<file path="src/rtl/alu4_arbiter_if.sv">
// Requester and result channels of alu4_arbiter; slave is the arbiter side, master the clients/consumer side.
// Both requester channels are valid/ready; the result channel holds until res_ready.
interface alu4_arbiter_if #(
  parameter int CNT_W = 16
);
  logic             r0_valid;
  logic [2:0]       r0_op;
  logic [3:0]       r0_a;
  logic [3:0]       r0_b;
  logic             r0_ready;

  logic             r1_valid;
  logic [2:0]       r1_op;
  logic [3:0]       r1_a;
  logic [3:0]       r1_b;
  logic             r1_ready;

  logic             res_valid;
  logic             res_ready;
  logic [7:0]       res_data;
  logic             res_cout;
  logic             res_id;
  logic             res_err;
  logic [CNT_W-1:0] ops_done;

  modport master (
    output r0_valid, r0_op, r0_a, r0_b,
    output r1_valid, r1_op, r1_a, r1_b,
    output res_ready,
    input  r0_ready, r1_ready,
    input  res_valid, res_data, res_cout, res_id, res_err, ops_done
  );

  modport slave (
    input  r0_valid, r0_op, r0_a, r0_b,
    input  r1_valid, r1_op, r1_a, r1_b,
    input  res_ready,
    output r0_ready, r1_ready,
    output res_valid, res_data, res_cout, res_id, res_err, ops_done
  );
endinterface

</file>
<file path="src/rtl/alu4_arbiter.sv">
// Two-requester arbiter over a shared 4-bit ALU; accept->res_valid is 2 cycles, accepts at most every 3 cycles.
// Result holds while res_ready is low and no request is accepted; ALU4_ARB_RR_EN selects round-robin over fixed priority.
module alu4_arbiter #(
  parameter int CNT_W = 16
) (
  input logic          clk,
  input logic          rst,
  alu4_arbiter_if.slave bus
);

  localparam logic [2:0] OP_ADD = 3'd0;
  localparam logic [2:0] OP_SUB = 3'd1;
  localparam logic [2:0] OP_AND = 3'd2;
  localparam logic [2:0] OP_OR  = 3'd3;
  localparam logic [2:0] OP_XOR = 3'd4;
  localparam logic [2:0] OP_MUL = 3'd5;

  typedef enum logic [1:0] {
    IDLE = 2'd0,
    EXEC = 2'd1,
    RESP = 2'd2
  } state_t;

  typedef struct packed {
    logic       id;
    logic [2:0] op;
    logic [3:0] a;
    logic [3:0] b;
  } req_t;

  typedef struct packed {
    logic [7:0] data;
    logic       cout;
    logic       err;
    logic       id;
  } res_t;

  state_t           state_q, state_d;
  req_t             req_q, req_d;
  res_t             res_q, res_d;
  logic [CNT_W-1:0] ops_done_q, ops_done_d;

  logic       any_vld;
  logic       gnt_id;
  logic       accept;
  logic [4:0] sum5;
  logic [7:0] alu_data;
  logic       alu_cout;
  logic       alu_err;

`ifdef ALU4_ARB_RR_EN
  logic last_grant_q, last_grant_d;
`endif

  // Grant is combinational on the valids so a request rising on the return to IDLE is taken that cycle.
  always_comb begin
    any_vld = bus.r0_valid | bus.r1_valid;
`ifdef ALU4_ARB_RR_EN
    if (bus.r0_valid && bus.r1_valid) begin
      gnt_id = ~last_grant_q;
    end else begin
      gnt_id = ~bus.r0_valid;
    end
`else
    gnt_id = ~bus.r0_valid;
`endif
    accept = !rst && (state_q == IDLE) && any_vld;
  end

  assign bus.r0_ready = accept & ~gnt_id;
  assign bus.r1_ready = accept &  gnt_id;

  always_comb begin
    sum5     = '0;
    alu_data = '0;
    alu_cout = 1'b0;
    alu_err  = 1'b0;
    case (req_q.op)
      OP_ADD: begin
        sum5     = {1'b0, req_q.a} + {1'b0, req_q.b};
        alu_data = {{4{sum5[3]}}, sum5[3:0]};
        alu_cout = sum5[4];
      end
      OP_SUB: begin
        // Carry-out set means no borrow.
        sum5     = {1'b0, req_q.a} + {1'b0, ~req_q.b} + 5'd1;
        alu_data = {{4{sum5[3]}}, sum5[3:0]};
        alu_cout = sum5[4];
      end
      OP_AND:  alu_data = {4'h0, req_q.a & req_q.b};
      OP_OR:   alu_data = {4'h0, req_q.a | req_q.b};
      OP_XOR:  alu_data = {4'h0, req_q.a ^ req_q.b};
      OP_MUL:  alu_data = {4'h0, req_q.a} * {4'h0, req_q.b};
      default: alu_err  = 1'b1;
    endcase
  end

  always_comb begin
    state_d    = state_q;
    req_d      = req_q;
    res_d      = res_q;
    ops_done_d = ops_done_q;
`ifdef ALU4_ARB_RR_EN
    last_grant_d = last_grant_q;
`endif
    case (state_q)
      IDLE: begin
        if (accept) begin
          if (gnt_id) begin
            req_d = '{id: 1'b1, op: bus.r1_op, a: bus.r1_a, b: bus.r1_b};
          end else begin
            req_d = '{id: 1'b0, op: bus.r0_op, a: bus.r0_a, b: bus.r0_b};
          end
`ifdef ALU4_ARB_RR_EN
          last_grant_d = gnt_id;
`endif
          state_d = EXEC;
        end
      end
      EXEC: begin
        res_d   = '{data: alu_data, cout: alu_cout, err: alu_err, id: req_q.id};
        state_d = RESP;
      end
      RESP: begin
        if (bus.res_ready) begin
          ops_done_d = ops_done_q + CNT_W'(1);
          state_d    = IDLE;
        end
      end
      default: state_d = IDLE;
    endcase
  end

  always_ff @(posedge clk or posedge rst) begin
    if (rst) begin
      state_q    <= IDLE;
      req_q      <= '0;
      res_q      <= '0;
      ops_done_q <= '0;
`ifdef ALU4_ARB_RR_EN
      last_grant_q <= 1'b1;
`endif
    end else begin
      state_q    <= state_d;
      req_q      <= req_d;
      res_q      <= res_d;
      ops_done_q <= ops_done_d;
`ifdef ALU4_ARB_RR_EN
      last_grant_q <= last_grant_d;
`endif
    end
  end

  assign bus.res_valid = (state_q == RESP);
  assign bus.res_data  = res_q.data;
  assign bus.res_cout  = res_q.cout;
  assign bus.res_id    = res_q.id;
  assign bus.res_err   = res_q.err;
  assign bus.ops_done  = ops_done_q;

  a_one_ready : assert property (@(posedge clk) !(bus.r0_ready && bus.r1_ready));
  a_ready_idle : assert property (@(posedge clk) disable iff (rst)
    (bus.r0_ready || bus.r1_ready) |-> (state_q == IDLE));
  a_res_hold : assert property (@(posedge clk) disable iff (rst)
    (bus.res_valid && !bus.res_ready) |=>
      (bus.res_valid && $stable(bus.res_data) && $stable(bus.res_id) && $stable(bus.res_err)));

endmodule

</file>
<file path="src/flat_wrapper.sv">
// flat-port wrapper written by rule: the top's interface ports become plain ports
module alu4_arbiter_flat 
#(
  parameter int CNT_W = 16
)
  (clk, rst, bus_r0_valid, bus_r0_op, bus_r0_a, bus_r0_b, bus_r1_valid, bus_r1_op, bus_r1_a, bus_r1_b, bus_res_ready, bus_r0_ready, bus_r1_ready, bus_res_valid, bus_res_data, bus_res_cout, bus_res_id, bus_res_err, bus_ops_done);
  alu4_arbiter_if #(.CNT_W(CNT_W)) bus_i ();
  input logic clk;
  input logic rst;
  input wire logic [$bits(bus_i.r0_valid)-1:0] bus_r0_valid;
  input wire logic [$bits(bus_i.r0_op)-1:0] bus_r0_op;
  input wire logic [$bits(bus_i.r0_a)-1:0] bus_r0_a;
  input wire logic [$bits(bus_i.r0_b)-1:0] bus_r0_b;
  input wire logic [$bits(bus_i.r1_valid)-1:0] bus_r1_valid;
  input wire logic [$bits(bus_i.r1_op)-1:0] bus_r1_op;
  input wire logic [$bits(bus_i.r1_a)-1:0] bus_r1_a;
  input wire logic [$bits(bus_i.r1_b)-1:0] bus_r1_b;
  input wire logic [$bits(bus_i.res_ready)-1:0] bus_res_ready;
  output wire logic [$bits(bus_i.r0_ready)-1:0] bus_r0_ready;
  output wire logic [$bits(bus_i.r1_ready)-1:0] bus_r1_ready;
  output wire logic [$bits(bus_i.res_valid)-1:0] bus_res_valid;
  output wire logic [$bits(bus_i.res_data)-1:0] bus_res_data;
  output wire logic [$bits(bus_i.res_cout)-1:0] bus_res_cout;
  output wire logic [$bits(bus_i.res_id)-1:0] bus_res_id;
  output wire logic [$bits(bus_i.res_err)-1:0] bus_res_err;
  output wire logic [$bits(bus_i.ops_done)-1:0] bus_ops_done;
  assign bus_i.r0_valid = bus_r0_valid;
  assign bus_i.r0_op = bus_r0_op;
  assign bus_i.r0_a = bus_r0_a;
  assign bus_i.r0_b = bus_r0_b;
  assign bus_i.r1_valid = bus_r1_valid;
  assign bus_i.r1_op = bus_r1_op;
  assign bus_i.r1_a = bus_r1_a;
  assign bus_i.r1_b = bus_r1_b;
  assign bus_i.res_ready = bus_res_ready;
  assign bus_r0_ready = bus_i.r0_ready;
  assign bus_r1_ready = bus_i.r1_ready;
  assign bus_res_valid = bus_i.res_valid;
  assign bus_res_data = bus_i.res_data;
  assign bus_res_cout = bus_i.res_cout;
  assign bus_res_id = bus_i.res_id;
  assign bus_res_err = bus_i.res_err;
  assign bus_ops_done = bus_i.ops_done;
  alu4_arbiter #(.CNT_W(CNT_W)) u_core (.clk(clk), .rst(rst), .bus(bus_i));
endmodule
</file>
<file path="config.mk">
export PLATFORM = sky130hd
export DESIGN_NAME = alu4_arbiter_flat
export DESIGN_NICKNAME = d
export VERILOG_FILES = /design/src/rtl/alu4_arbiter_if.sv /design/src/rtl/alu4_arbiter.sv /design/src/flat_wrapper.sv
export SDC_FILE = /design/constraint.sdc
export NUM_CORES = 1
export LEC_CHECK = 0
export ABC_AREA = 1
export BUFFER_PORTS_ARGS = -buffer_cell sky130_fd_sc_hd__buf_2
export CORE_MARGIN = 2
export CORE_UTILIZATION = 55
export CTS_CLUSTER_DIAMETER = 200
export DETAILED_ROUTE_END_ITERATION = 10
export GPL_ROUTABILITY_DRIVEN = 0
export PLACE_DENSITY = 0.87
export SLEW_MARGIN = 20
export SYNTH_ARGS = -nofsm -noshare
export SYNTH_HDL_FRONTEND = slang
export SYNTH_SLANG_ARGS = --single-unit
</file>
<file path="constraint.sdc">
create_clock -name clk -period 3.4 [get_ports clk]
set_clock_uncertainty 0.05 [all_clocks]
set_input_delay 0.17 -clock clk [delete_from_list [all_inputs] [get_ports clk]]
set_output_delay 0.17 -clock clk [all_outputs]
set_load 0.05 [all_outputs]
</file>
# Yosys cells after proc, flatten, opt, wreduce, memory -nomap -nowiden
# Cells that the tools add are included.
dict set report word_totals {
  inputBits 27
  ff_bits 41
  word_cells 48
  out_inout_bits 30
}
dict set report classes {
  n_eq_ne 9
  bitwise 8
  n_addsub 4
  mux 7
  reduce_logical 9
  multipliers 1
}
# cell n
set ops {}
lappend ops {{case mux 8 bit (6 select lines)} 1}
lappend ops {{adder 16 x 1 -> 16 bit, second input constant} 1}
lappend ops {{two-way mux 12 bit} 1}
lappend ops {{adder 4 x 4 -> 5 bit} 2}
lappend ops {{multiplier 4 x 4 -> 8 bit} 1}
lappend ops {{equality test 3 x 2 -> 1 bit, second input constant} 2}
lappend ops {{equality test 3 bit, second input constant} 2}
lappend ops {{case mux 2 bit (3 select lines)} 1}
lappend ops {{AND reduction 2 bit} 3}
lappend ops {{OR reduction 6 bit} 1}
lappend ops {{adder 5 x 1 -> 5 bit, second input constant} 1}
lappend ops {{bitwise AND 4 bit} 1}
lappend ops {{two-way mux 2 bit} 2}
lappend ops {{inverter 4 bit} 1}
lappend ops {{bitwise OR 4 bit} 1}
lappend ops {{XOR 4 bit} 1}
lappend ops {{equality test 3 x 1 -> 1 bit, second input constant} 1}
lappend ops {{logical NOT 3 bit} 1}
lappend ops {{bitwise AND 1 bit} 2}
lappend ops {{equality test 2 x 1 -> 1 bit, second input constant} 1}
lappend ops {{equality test 2 bit, second input constant} 1}
lappend ops {{logical AND 1 bit} 2}
lappend ops {{logical NOT 2 bit} 1}
lappend ops {{!= test 2 x 1 -> 1 bit, second input constant} 1}
lappend ops {{6 further kinds} 6}

# Longest topological paths before layout
# Gate-level depths: netlist of the first run.
dict set report depth {
  depth_word 5
  depth_mapped 15
  ltp_nobuf 15
}

# Least setup slack after synthesis of the first run
# Ideal clock, no wire load.
dict set report synth_path {
  path_type {register to register}
  startpoint {register u_core.req_q[5] (netlist name)}
  endpoint {register u_core.res_q (netlist bit u_core.bus.res_data[6])}
  path_buffers 0
  slack_ps 626
  path_stages_with_launch 15
  t_required_ps 3284
  period_less_slack_ps 2774
  arrival_ps 2658
  setup_ps 66
  cell_sequence {dfrtp_1 -> nand2_1 -> fa_1 -> inv_1 -> fa_1 -> inv_1 -> fa_1 -> inv_1 -> nand3_1 -> nand2_1 -> or2_2 -> nand3_1 -> nand2_1 -> nand2_1 -> nand2_1}
}
dict set report synth_via {
  elab_chain_len 3
  elab_cells_between_ends 5
  classes_between {add/sub (3); mul (1); mux (1)}
}
# item line_no
set synth_rtl {}
lappend synth_rtl {{start, declared} alu4_arbiter.sv:39} ;# req_t req_q, req_d;
lappend synth_rtl {{start signal, assigned} alu4_arbiter.sv:145} ;# req_q <= req_d;
lappend synth_rtl {{branches (longest 2 deep; another with multiplier 4 x 4 -> 8 bit)} --}
lappend synth_rtl {{case mux 8 bit (6 select lines) (*)} alu4_arbiter.sv:78} ;# case (req_q.op)
lappend synth_rtl {{end signal, assigned} alu4_arbiter.sv:146} ;# res_q <= res_d;
lappend synth_rtl {{end, declared} alu4_arbiter.sv:40} ;# res_t res_q, res_d;
# Mark *: on every way between the ends.
# A chain may end at the register's enable or synchronous reset.

# Worst setup path after layout of the first run
dict set report layout_path {
  startpoint {register u_core.req_q[5] (netlist name)}
  endpoint {register u_core.res_q (netlist bit u_core.bus.res_data[3])}
}
# The elaborated chain is that of the path after synthesis.

==> impl_metrics.py, run 1 <==
metrics = {
    "job": {
        "cap_violations": 0,
    },
    "cts": {
        "insertion_delay_ps": 290,
        "cts_sinks": 41,
        "cts-htree-levels": 2,
        "cts_made_buffers": 5,
        "cts_buffer_depth": 2,
        "post_cts_buffers": 0,
        "clk_pin_slew_ps": 80,
        "root_buffer": "clkbuf_8",
        "cts_tree": "done",
    },
    "floorplan": {
        "die_x_um": 74.7,
        "start_util_pct": 57.4,
        "die_y_um": 74.7,
        "ios": 57,
        "rows": 25,
        "die-area_mm2": 0.00558,
        "core_mm2": 0.00479,
    },
    "global_route": {
        "grt_antenna_before_repair": 0,
        "grt_usage_pct": 23.6,
        "grt_max_degree": 32,
        "grt_overflow": 0,
        "grt_pass1_wl_mm": 10.0,
        "first_global_vias": 2305,
    },
    "synth": {
        "netlist_instances": 343,
        "synth_async_sr_flop_share_pct": 100,
        "ys_seq_elements": 41,
        "synth_flop_cell": "dfrtp_1",
        "seq_area_frac_synth_pct": 37.3,
        "netlist_area_mm2": 0.00275,
        "avgSynthCellArea_um2": 8.01,
        "synth_edf_count": 0,
        "ys_types": 29,
        "ys_warn_count": 0,
        "synth_nets": 401,
    },
    "critical_path": {
        "crit_fanout": 8,
        "reg2reg_depth": 11,
        "critical_path_required_ps": 3540,
        "cp-start-kind": "register",
        "cp.arrival_ps": 3160,
        "end_kind": "register",
        "worstSetupPathType": "reg -> reg",
    },
    "cells_and_area": {
        "final_nets": 462,
        "final_layout_size_suffix_gt1_share_pct": 19.1,
        "diodes": 0,
        "syn2layout_area_growth_pct": 16.1,
        "nFillCells": 395,
    },
    "run_status": {
        "status": "completed",
    },
    "detailed_routing": {
        "post_drt_wl_per_cell_um": 12.5,
        "drcViolationCount": 0,
        "totalWireLength_mm": 5.90,
        "drt_iter0_markers": 136,
        "drt_first_pass_iters": 5,
        "routed_via_density": 5.16,
        "dr_total_vias": 2429,
        "ant_nets": 0,
    },
    "power_and_ir_drop": {
        "power_uw": 2470,
        "ir_worst_vdd_mv": 0.450,
        "cellLeakagePower_uw": 0.00181,
        "p_per_area_mw_per_mm2": 775,
    },
    "timing": {
        "clock.fmax_mhz": 332,
        "worst_pin_slew_ps": 735,
        "rsz0062_at_grt": "false",
        "setup_viol": 0,
        "final_max_slew_viol_count": 0,
        "relSlewSlack_pct": 50.7,
        "min_period_over_period_pct": 88.6,
        "final.setup.tns_ps": 0,
        "fin_crit_ps": 3010,
        "hold_violations": 0,
    },
    "hold_path": {
        "hp-class": "in -> reg",
        "hold_depth": 3,
    },
    "place": {
        "io_buffers": 56,
        "hpwl_mm": 4.72,
    },
}
-- area by class of cell --
class | count | area, um^2 | area share [%]
Multi-Input combinational cell | 248 | 1510 | 47.3
Sequential cell | 41 | 1030 | 32.1
Timing Repair Buffer | 59 | 305 | 9.56
Inverter | 49 | 185 | 5.80
Tap cell | 67 | 83.8 | 2.63
Clock buffer | 6 | 72.6 | 2.27
Clock inverter | 1 | 8.76 | 0.274
-- report_power, final --
part | internal [uW] | leakage [uW] | switching, uW
Clock | 142 | 0.0000412 | 172
Combinational | 446 | 0.00123 | 937
Sequential | 626 | 0.000535 | 150
Total | 1220 | 0.00181 | 1260
-- sequential cells by signal, summed over array words and instances, names as in the netlist --
| register | cells |
|---|---|
| u_core.bus.res_id | 1 |
| u_core.req_q | 12 |
| u_core.bus.res_data | 8 |
| u_core.bus.ops_done | 16 |
| u_core.state_q | 2 |
| u_core.bus.res_err | 1 |
| u_core.bus.res_cout | 1 |
-- cells by family (layout without fill, tap and decap cells) --
logic type	count (synthesis)	after routing	share of synthesized area [%]
simple gates	171	171	27.8
buf+inv	54	115	7.74
flops	41	41	37.3
compound gates	33	33	7.24
fa+ha+maj	31	31	15.7
xor+xnor	13	13	4.14
-- stage by stage --
stage          worst slack [ps]  cell area [um^2]  instances  utilization, %  hold slack (ps)
6_report                    386              3190        471            66.7             46.3
5_1_grt                     170              3190        471            66.7             58.2
4_1_cts                     371              3180        470            66.5             44.3
3_5_place_dp                395              3100        463            64.8              349
3_3_place_gp                547              3100        463            64.8              342
2_1_floorplan               626              2750        343               -              228
-- synthesized netlist by cell type, types with 2 or more instances --
| cell | instances | area (um^2) |
|---|---|---|
| a21oi_1 | 8 | 40.0 |
| buf_4 | 2 | 15.0 |
| clkbuf_1 | 2 | 7.51 |
| dfrtp_1 | 41 | 1030 |
| fa_1 | 6 | 120 |
| ha_1 | 25 | 313 |
| inv_1 | 48 | 180 |
| nand2_1 | 108 | 405 |
| nand3_1 | 21 | 105 |
| nand3b_1 | 3 | 22.5 |
| nor2_1 | 21 | 78.8 |
| nor2_4 | 2 | 22.5 |
| nor3_1 | 5 | 25.0 |
| o211ai_1 | 12 | 90.1 |
| o21ai_0 | 11 | 55.1 |
| or2_2 | 4 | 25.0 |
| xnor2_1 | 6 | 52.6 |
| xor2_1 | 7 | 61.3 |
-- worst max-delay path: stages, from the launching register on --
cell     delay [ps]
dfrtp_1         530
nand2_1         130
fa_1            520
inv_1            60
fa_1            560
inv_1            70
fa_1            550
nor3_1           50
nor3_1          200
nand2_1          80
nand2_1          60
nand2_1          40
-- placed cells by master (no fill, tap or decap) --
cell	n
dfrtp_1	41
ha_1	25
or2_2	4
nor2_4	2
nor4_4	1
a21oi_1	8
o211ai_1	12
xor2_1	7
nor2_1	21
inv_2	1
nor2_2	1
clkinv_4	1
clkbuf_1	1
a31oi_1	1
nor3_1	5
buf_2	56
nand4_1	1
nor3b_1	1
dlygate4sd3_1	1
nand3b_1	3
xnor2_1	6
nand3_1	21
inv_1	47
clkbuf_8	5
o31ai_1	1
nand3_2	1
nand3_4	1
nand2_1	108
fa_1	6
o21ai_0	11
nand2_4	1
clkinv_2	1
buf_4	2
-- per-layer routing --
metal	track usage [%]	vias to the layer above	part of all wire [%]	wire (um)
met5	0	-	0	0
met4	8.73	0	1.9	112
met3	5.09	8	4.4	257
met2	39.4	78	48	2840
met1	30.5	1135	46	2690
li1	-	1208	-	-
-- worst paths after layout --
check,start,to,slack (ps)
max in group asynchronous,rst,u_core.bus.ops_done[7],2220
max,u_core.req_q[5],u_core.bus.res_data[3],390
min,bus_r1_a[1],u_core.req_q[5],50
min reg2reg,u_core.bus.res_data[4],u_core.bus.res_data[4],430
max reg2reg,u_core.req_q[5],u_core.bus.res_data[3],390
min in group asynchronous,rst,u_core.bus.res_data[0],490
-- repair_timing --
item | 4_1_cts | 5_1_grt
hold buffers | 0 | 1
resized for setup | 0 | 0
hold endpoints to repair | 0 | 12
endpoints found under the setup margin | 0 | 0
Power figures use the tool's default switching activity.
==> run 2, diff against run 1 <==
--- a/config.mk
+++ b/config.mk
@@ -6,7 +6,7 @@
 export NUM_CORES = 1
 export LEC_CHECK = 0
 export ABC_AREA = 1
-export BUFFER_PORTS_ARGS = -buffer_cell sky130_fd_sc_hd__buf_2
+export BUFFER_PORTS_ARGS = -buffer_cell sky130_fd_sc_hd__buf_4
 export CORE_MARGIN = 2
 export CORE_UTILIZATION = 55
 export CTS_CLUSTER_DIAMETER = 200
==> run 2 against run 1 <==
Maximum frequency rose by 0.64%. Critical path depth is 3 higher. Setup slack better by 19 ps. Via count shrank 0.66%. Critical endpoint is now u_core.bus.res_data[6].
==> impl_metrics.py, run 2 (synthesis results as in run 1) <==
metrics = {
    "timing": {
        "setup_viol": 0,
        "final.setup.tns_ps": 0,
        "timing.final.ws_setup_ps": 405,
        "final_max_slew_viol_count": 0,
        "fin_hold_ws_ps": 27.1,
        "clock.fmax_mhz": 334,
        "rsz0062_at_grt": "false",
        "hold_violations": 0,
        "fin_crit_ps": 2990,
        "min_period_over_period_pct": 88.1,
        "worst_pin_slew_ps": 853,
        "relSlewSlack_pct": 43.0,
    },
    "cts": {
        "root_buffer": "clkbuf_8",
        "cts_sinks": 41,
        "cts_made_buffers": 5,
        "insertion_delay_ps": 290,
        "post_cts_buffers": 0,
        "cts_resized": 0,
        "clk_pin_slew_ps": 80,
        "hold_buffers": 0,
        "cts_buffer_depth": 2,
        "cts_tree": "done",
        "cts-htree-levels": 2,
    },
    "global_route": {
        "grt_antenna_before_repair": 0,
        "gr-usage-met2_pct": 40.5,
        "grt.busiest_layer": "met2",
        "met3_usage_pct": 4.15,
        "use_met1_pct": 30.8,
        "grt_usage_pct": 23.6,
        "grt_max_degree": 24,
        "grt_pass1_wl_mm": 10.1,
        "first_global_vias": 2302,
        "grt_overflow": 0,
    },
    "critical_path": {
        "crit_fanout": 8,
        "cp-start-kind": "register",
        "rrSetupSlack_ps": 410,
        "critical_path_required_ps": 3580,
        "end_kind": "register",
        "cp.arrival_ps": 3180,
        "worstSetupPathType": "reg -> reg",
    },
    "run_status": {
        "status": "completed",
    },
    "floorplan": {
        "die_x_um": 74.7,
        "core_mm2": 0.00479,
        "ios": 57,
        "die_y_um": 74.7,
        "die-area_mm2": 0.00558,
        "rows": 25,
        "start_util_pct": 57.4,
    },
    "job": {
        "cap_violations": 0,
    },
    "cells_and_area": {
        "multiInputGateArea_mm2": 0.00151,
        "syn2layout_area_growth_pct": 21.1,
        "largest_reg_flops": 16,
        "nFillCells": 399,
        "final_area_mm2": 0.00333,
        "layout_commonest_cell": "nand2_1",
        "mostFrequentLayoutCells": "nand2_1 (108), buf_4 (59), inv_1 (48), dfrtp_1 (41), ha_1 (25)",
        "seqCellArea_mm2": 0.00103,
        "final_nets": 462,
        "final_layout_size_suffix_gt1_share_pct": 19.1,
        "diodes": 0,
    },
    "place": {
        "place_area_mm2": 0.00325,
        "io_buffers": 56,
        "dp_slack_ps": 433,
        "hpwl_mm": 4.77,
    },
    "detailed_routing": {
        "post_drt_wl_per_cell_um": 12.7,
        "routed_via_density": 5.12,
        "drt_iter0_markers": 107,
        "dr_total_vias": 2413,
        "ant_nets": 0,
        "drt_first_pass_iters": 5,
        "totalWireLength_mm": 5.99,
        "drcViolationCount": 0,
    },
    "power_and_ir_drop": {
        "ir_worst_vdd_mv": 0.390,
        "power_uw": 2530,
        "cellLeakagePower_uw": 0.00184,
        "p_per_area_mw_per_mm2": 759,
    },
    "hold_path": {
        "hp-class": "in -> async",
    },
}
-- run 2: changes by cell type in the layout (fill, tap and decap cells not counted), sizes merged --
| cell | change |
|---|---|
| dlygate4sd3 | -1 |
| buf | +1 |
-- run 2: cell type report --
type                            instances  share of cell area [%]
Clock buffer                            6                    2.18
Clock inverter                          1                   0.263
Inverter                               49                    5.56
Multi-Input combinational cell        248                    45.4
Sequential cell                        41                    30.8
Tap cell                               67                    2.52
Timing Repair Buffer                   59                    13.3
-- run 2: routing by layer --
| layer | up-vias | share of wire [%] |
|---|---|---|
| met1 | 1129 | 44 |
| met3 | 10 | 4.4 |
| li1 | 1206 | - |
| met5 | - | 0 |
| met4 | 0 | 1.5 |
| met2 | 68 | 50 |
-- run 2: report_power, final --
part / switching, uW / leakage [uW] / total, uW / internal [uW]
clock: 164 / 0.0000412 / 306 / 142
sequential: 156 / 0.000535 / 783 / 627
combinational: 938 / 0.00126 / 1440 / 501
-- run 2: worst max-delay path, cell delays in order, from the launching register on --
cell,delay (ps)
dfrtp_1,510
nand2_1,130
fa_1,520
inv_1,60
fa_1,570
inv_1,70
fa_1,440
inv_1,90
nand3_1,70
nand2_1,90
or2_2,100
nand3_1,50
nand2_1,90
nand2_1,40
nand2_1,50
-- run 2: metrics by stage --
stage	util (%)	std cells
3_3_place_gp	67.9	464
3_5_place_dp	67.9	464
6_report	69.6	471
4_1_cts	69.6	471
5_1_grt	69.6	471
2_1_floorplan	-	343
-- run 2: path summary, 6_finish.rpt --
| path | from | end | cells past startpoint |
|---|---|---|---|
| max reg2reg | u_core.req_q[5] | u_core.bus.res_data[6] | 14 |
| min reg2reg | u_core.bus.ops_done[15] | u_core.bus.ops_done[15] | 1 |
| max in group asynchronous | rst | u_core.req_q[8] | 3 |
| min | rst | u_core.state_q[0] | 2 |
| min in group clk | bus_res_ready | u_core.state_q[1] | 2 |
| max | u_core.req_q[5] | u_core.bus.res_data[6] | 14 |
==> run 3, diff against run 2 <==
--- a/config.mk
+++ b/config.mk
@@ -7,6 +7,7 @@
 export LEC_CHECK = 0
 export ABC_AREA = 1
 export BUFFER_PORTS_ARGS = -buffer_cell sky130_fd_sc_hd__buf_4
+export CORE_ASPECT_RATIO = 1.1
 export CORE_MARGIN = 2
 export CORE_UTILIZATION = 55
 export CTS_CLUSTER_DIAMETER = 200
==> run 3 against run 2 <==
Clock power up 31%. Routed wire length up 3.1%. Die area about the same. Maximum frequency down 2.1%. Total power up 3.9%. Combinational power about the same. First-iteration DRC count up 25%. Highest routed layer unchanged. Clock-buffer cell count down 1. Global-route usage up 0.71 points. Non-clock buffer count unchanged. Hold slack better by 8.3 ps. Setup slack worse by 63 ps.
==> impl_metrics.py, run 3 (synthesis results as in run 1) <==
metrics = {
    "critical_path": {
        "cp-start-kind": "register",
        "reg2reg_from": "u_core.req_q[5]",
        "end_kind": "register",
        "path_common_cell": "nand2_1",
        "cp.arrival_ps": 3250,
        "critPathBufInv": 3,
        "path_cells": "nand2_1 > fa_1 > inv_1 > fa_1 > inv_1 > fa_1 > inv_1 > nand3_1 > nand2_1 > or2_2 > nand3_1 > nand2_1 > nand2_1 > nand2_1",
        "critical_path_required_ps": 3590,
        "timing.critical_path.depth": 14,
        "reg2reg_depth": 14,
        "path_delay_family": "adder cells",
        "worstSetupPathType": "reg -> reg",
        "crit_fanout": 8,
        "r2r-end": "u_core.bus.res_data[6]",
        "cpMaxStageDelayCell": "fa_1",
        "rrSetupSlack_ps": 340,
        "setup.worst_path.start": "u_core.req_q[5]",
        "endpoint": "u_core.bus.res_data[6]",
        "slowest_delay_ps": 560,
    },
    "timing": {
        "worst_pin_slew_ps": 762,
        "clock.fmax_mhz": 327,
        "fin_crit_ps": 3060,
        "relSlewSlack_pct": 48.8,
        "min_period_over_period_pct": 89.9,
        "setup_viol": 0,
        "final_max_slew_viol_count": 0,
        "hold_violations": 0,
        "final.setup.tns_ps": 0,
        "rsz0062_at_grt": "false",
    },
    "detailed_routing": {
        "drt_iter0_markers": 134,
        "drt_first_pass_iters": 4,
        "post_drt_wl_per_cell_um": 13.4,
        "ant_nets": 0,
        "totalWireLength_mm": 6.18,
        "routed_via_density": 5.24,
        "drcViolationCount": 0,
        "dr_total_vias": 2414,
    },
    "cells_and_area": {
        "mostFrequentLayoutCells": "nand2_1 (108), buf_4 (58), inv_1 (47), dfrtp_1 (41), ha_1 (25)",
        "diodes": 0,
        "final_nets": 462,
        "largest_reg_flops": 16,
        "syn2layout_area_growth_pct": 21.8,
        "final_area_mm2": 0.00335,
        "layout_commonest_cell": "nand2_1",
        "final_layout_size_suffix_gt1_share_pct": 19.5,
    },
    "floorplan": {
        "die_x_um": 71.4,
        "start_util_pct": 58.3,
        "die_y_um": 78.1,
        "die-area_mm2": 0.00558,
        "ios": 57,
        "rows": 26,
        "core_mm2": 0.00472,
    },
    "cts": {
        "clk_pin_slew_ps": 80,
        "root_buffer": "clkbuf_8",
        "insertion_delay_ps": 300,
        "cts_buffer_depth": 2,
        "cts_sinks": 41,
        "cts_tree": "done",
        "cts-htree-levels": 2,
        "cts_made_buffers": 5,
        "cts_resized": 0,
    },
    "global_route": {
        "grt_antenna_before_repair": 0,
        "first_global_vias": 2439,
        "grt_pass1_wl_mm": 10.8,
        "grt_max_degree": 32,
        "grt_overflow": 0,
        "grt_usage_pct": 24.3,
    },
    "place": {
        "place_area_mm2": 0.00323,
        "hpwl_mm": 4.86,
        "io_buffers": 56,
    },
    "power_and_ir_drop": {
        "ir_worst_vdd_mv": 0.429,
        "power_uw": 2630,
        "cellLeakagePower_uw": 0.00185,
        "p_per_area_mw_per_mm2": 784,
    },
    "hold_path": {
        "hp-class": "in -> reg",
    },
    "run_status": {
        "status": "completed",
    },
    "job": {
        "cap_violations": 0,
    },
}
## run 3: cell types whose count changed in the layout (fill, tap and decap cells not counted), sizes merged
| cell | before | now |
|---|---|---|
| clkbuf | 6 | 5 |
| dlygate4sd3 | 0 | 1 |
| bufinv | 0 | 1 |
| inv | 48 | 49 |
| buf | 59 | 58 |
## run 3: final cells by class
class / instances / area [um^2]
Multi-Input combinational cell: 248 / 1510
Sequential cell: 41 / 1030
Fill cell: 373 / 1370
Timing Repair Buffer: 59 / 445
Tap cell: 56 / 70.1
Inverter: 49 / 185
Clock buffer: 5 / 68.8
Clock inverter: 3 / 43.8
## run 3: worst min-delay path by stage
stage                        startpoint                end  slack [ps]  cells past startpoint
after floorplan           bus_res_ready  u_core.state_q[1]         230                      1
after global placement     bus_r1_op[0]    u_core.req_q[8]         340                      3
after detailed placement   bus_r0_op[1]    u_core.req_q[9]         350                      3
after CTS                  bus_r0_op[1]    u_core.req_q[9]          40                      3
after global routing       bus_r0_op[1]    u_core.req_q[9]          30                      3
final                     bus_res_ready  u_core.state_q[1]          40                      2
## run 3: power by group
group	total (uW)	switching, uW	internal [uW]	leakage (uW)
Combinational	1440	948	497	0.00126
Sequential	780	153	627	0.000535
Clock	402	182	220	0.0000585
Total	2630	1280	1340	0.00185
## run 3: layer usage
layer  GRT usage, %  share of wire [%]
met1           30.0                 40
met2           41.6                 51
met3           4.88                6.7
met4           9.25                2.3
met5              0                  0
## run 3: timing repair
item,4_1_cts,5_1_grt
hold endpoints to repair,0,29
buffers inserted,0,0
hold buffers,0,1
## run 3: stage by stage
step           hold WS, ps  util [%]  setup slack (ps)  instances
3_3_place_gp           345      68.4               518        452
3_5_place_dp           351      68.4               370        452
4_1_cts               37.4      70.8               333        460
6_report              35.4      71.0               342        461
5_1_grt               33.9      71.0              84.3        461
2_1_floorplan          228         -               626        343
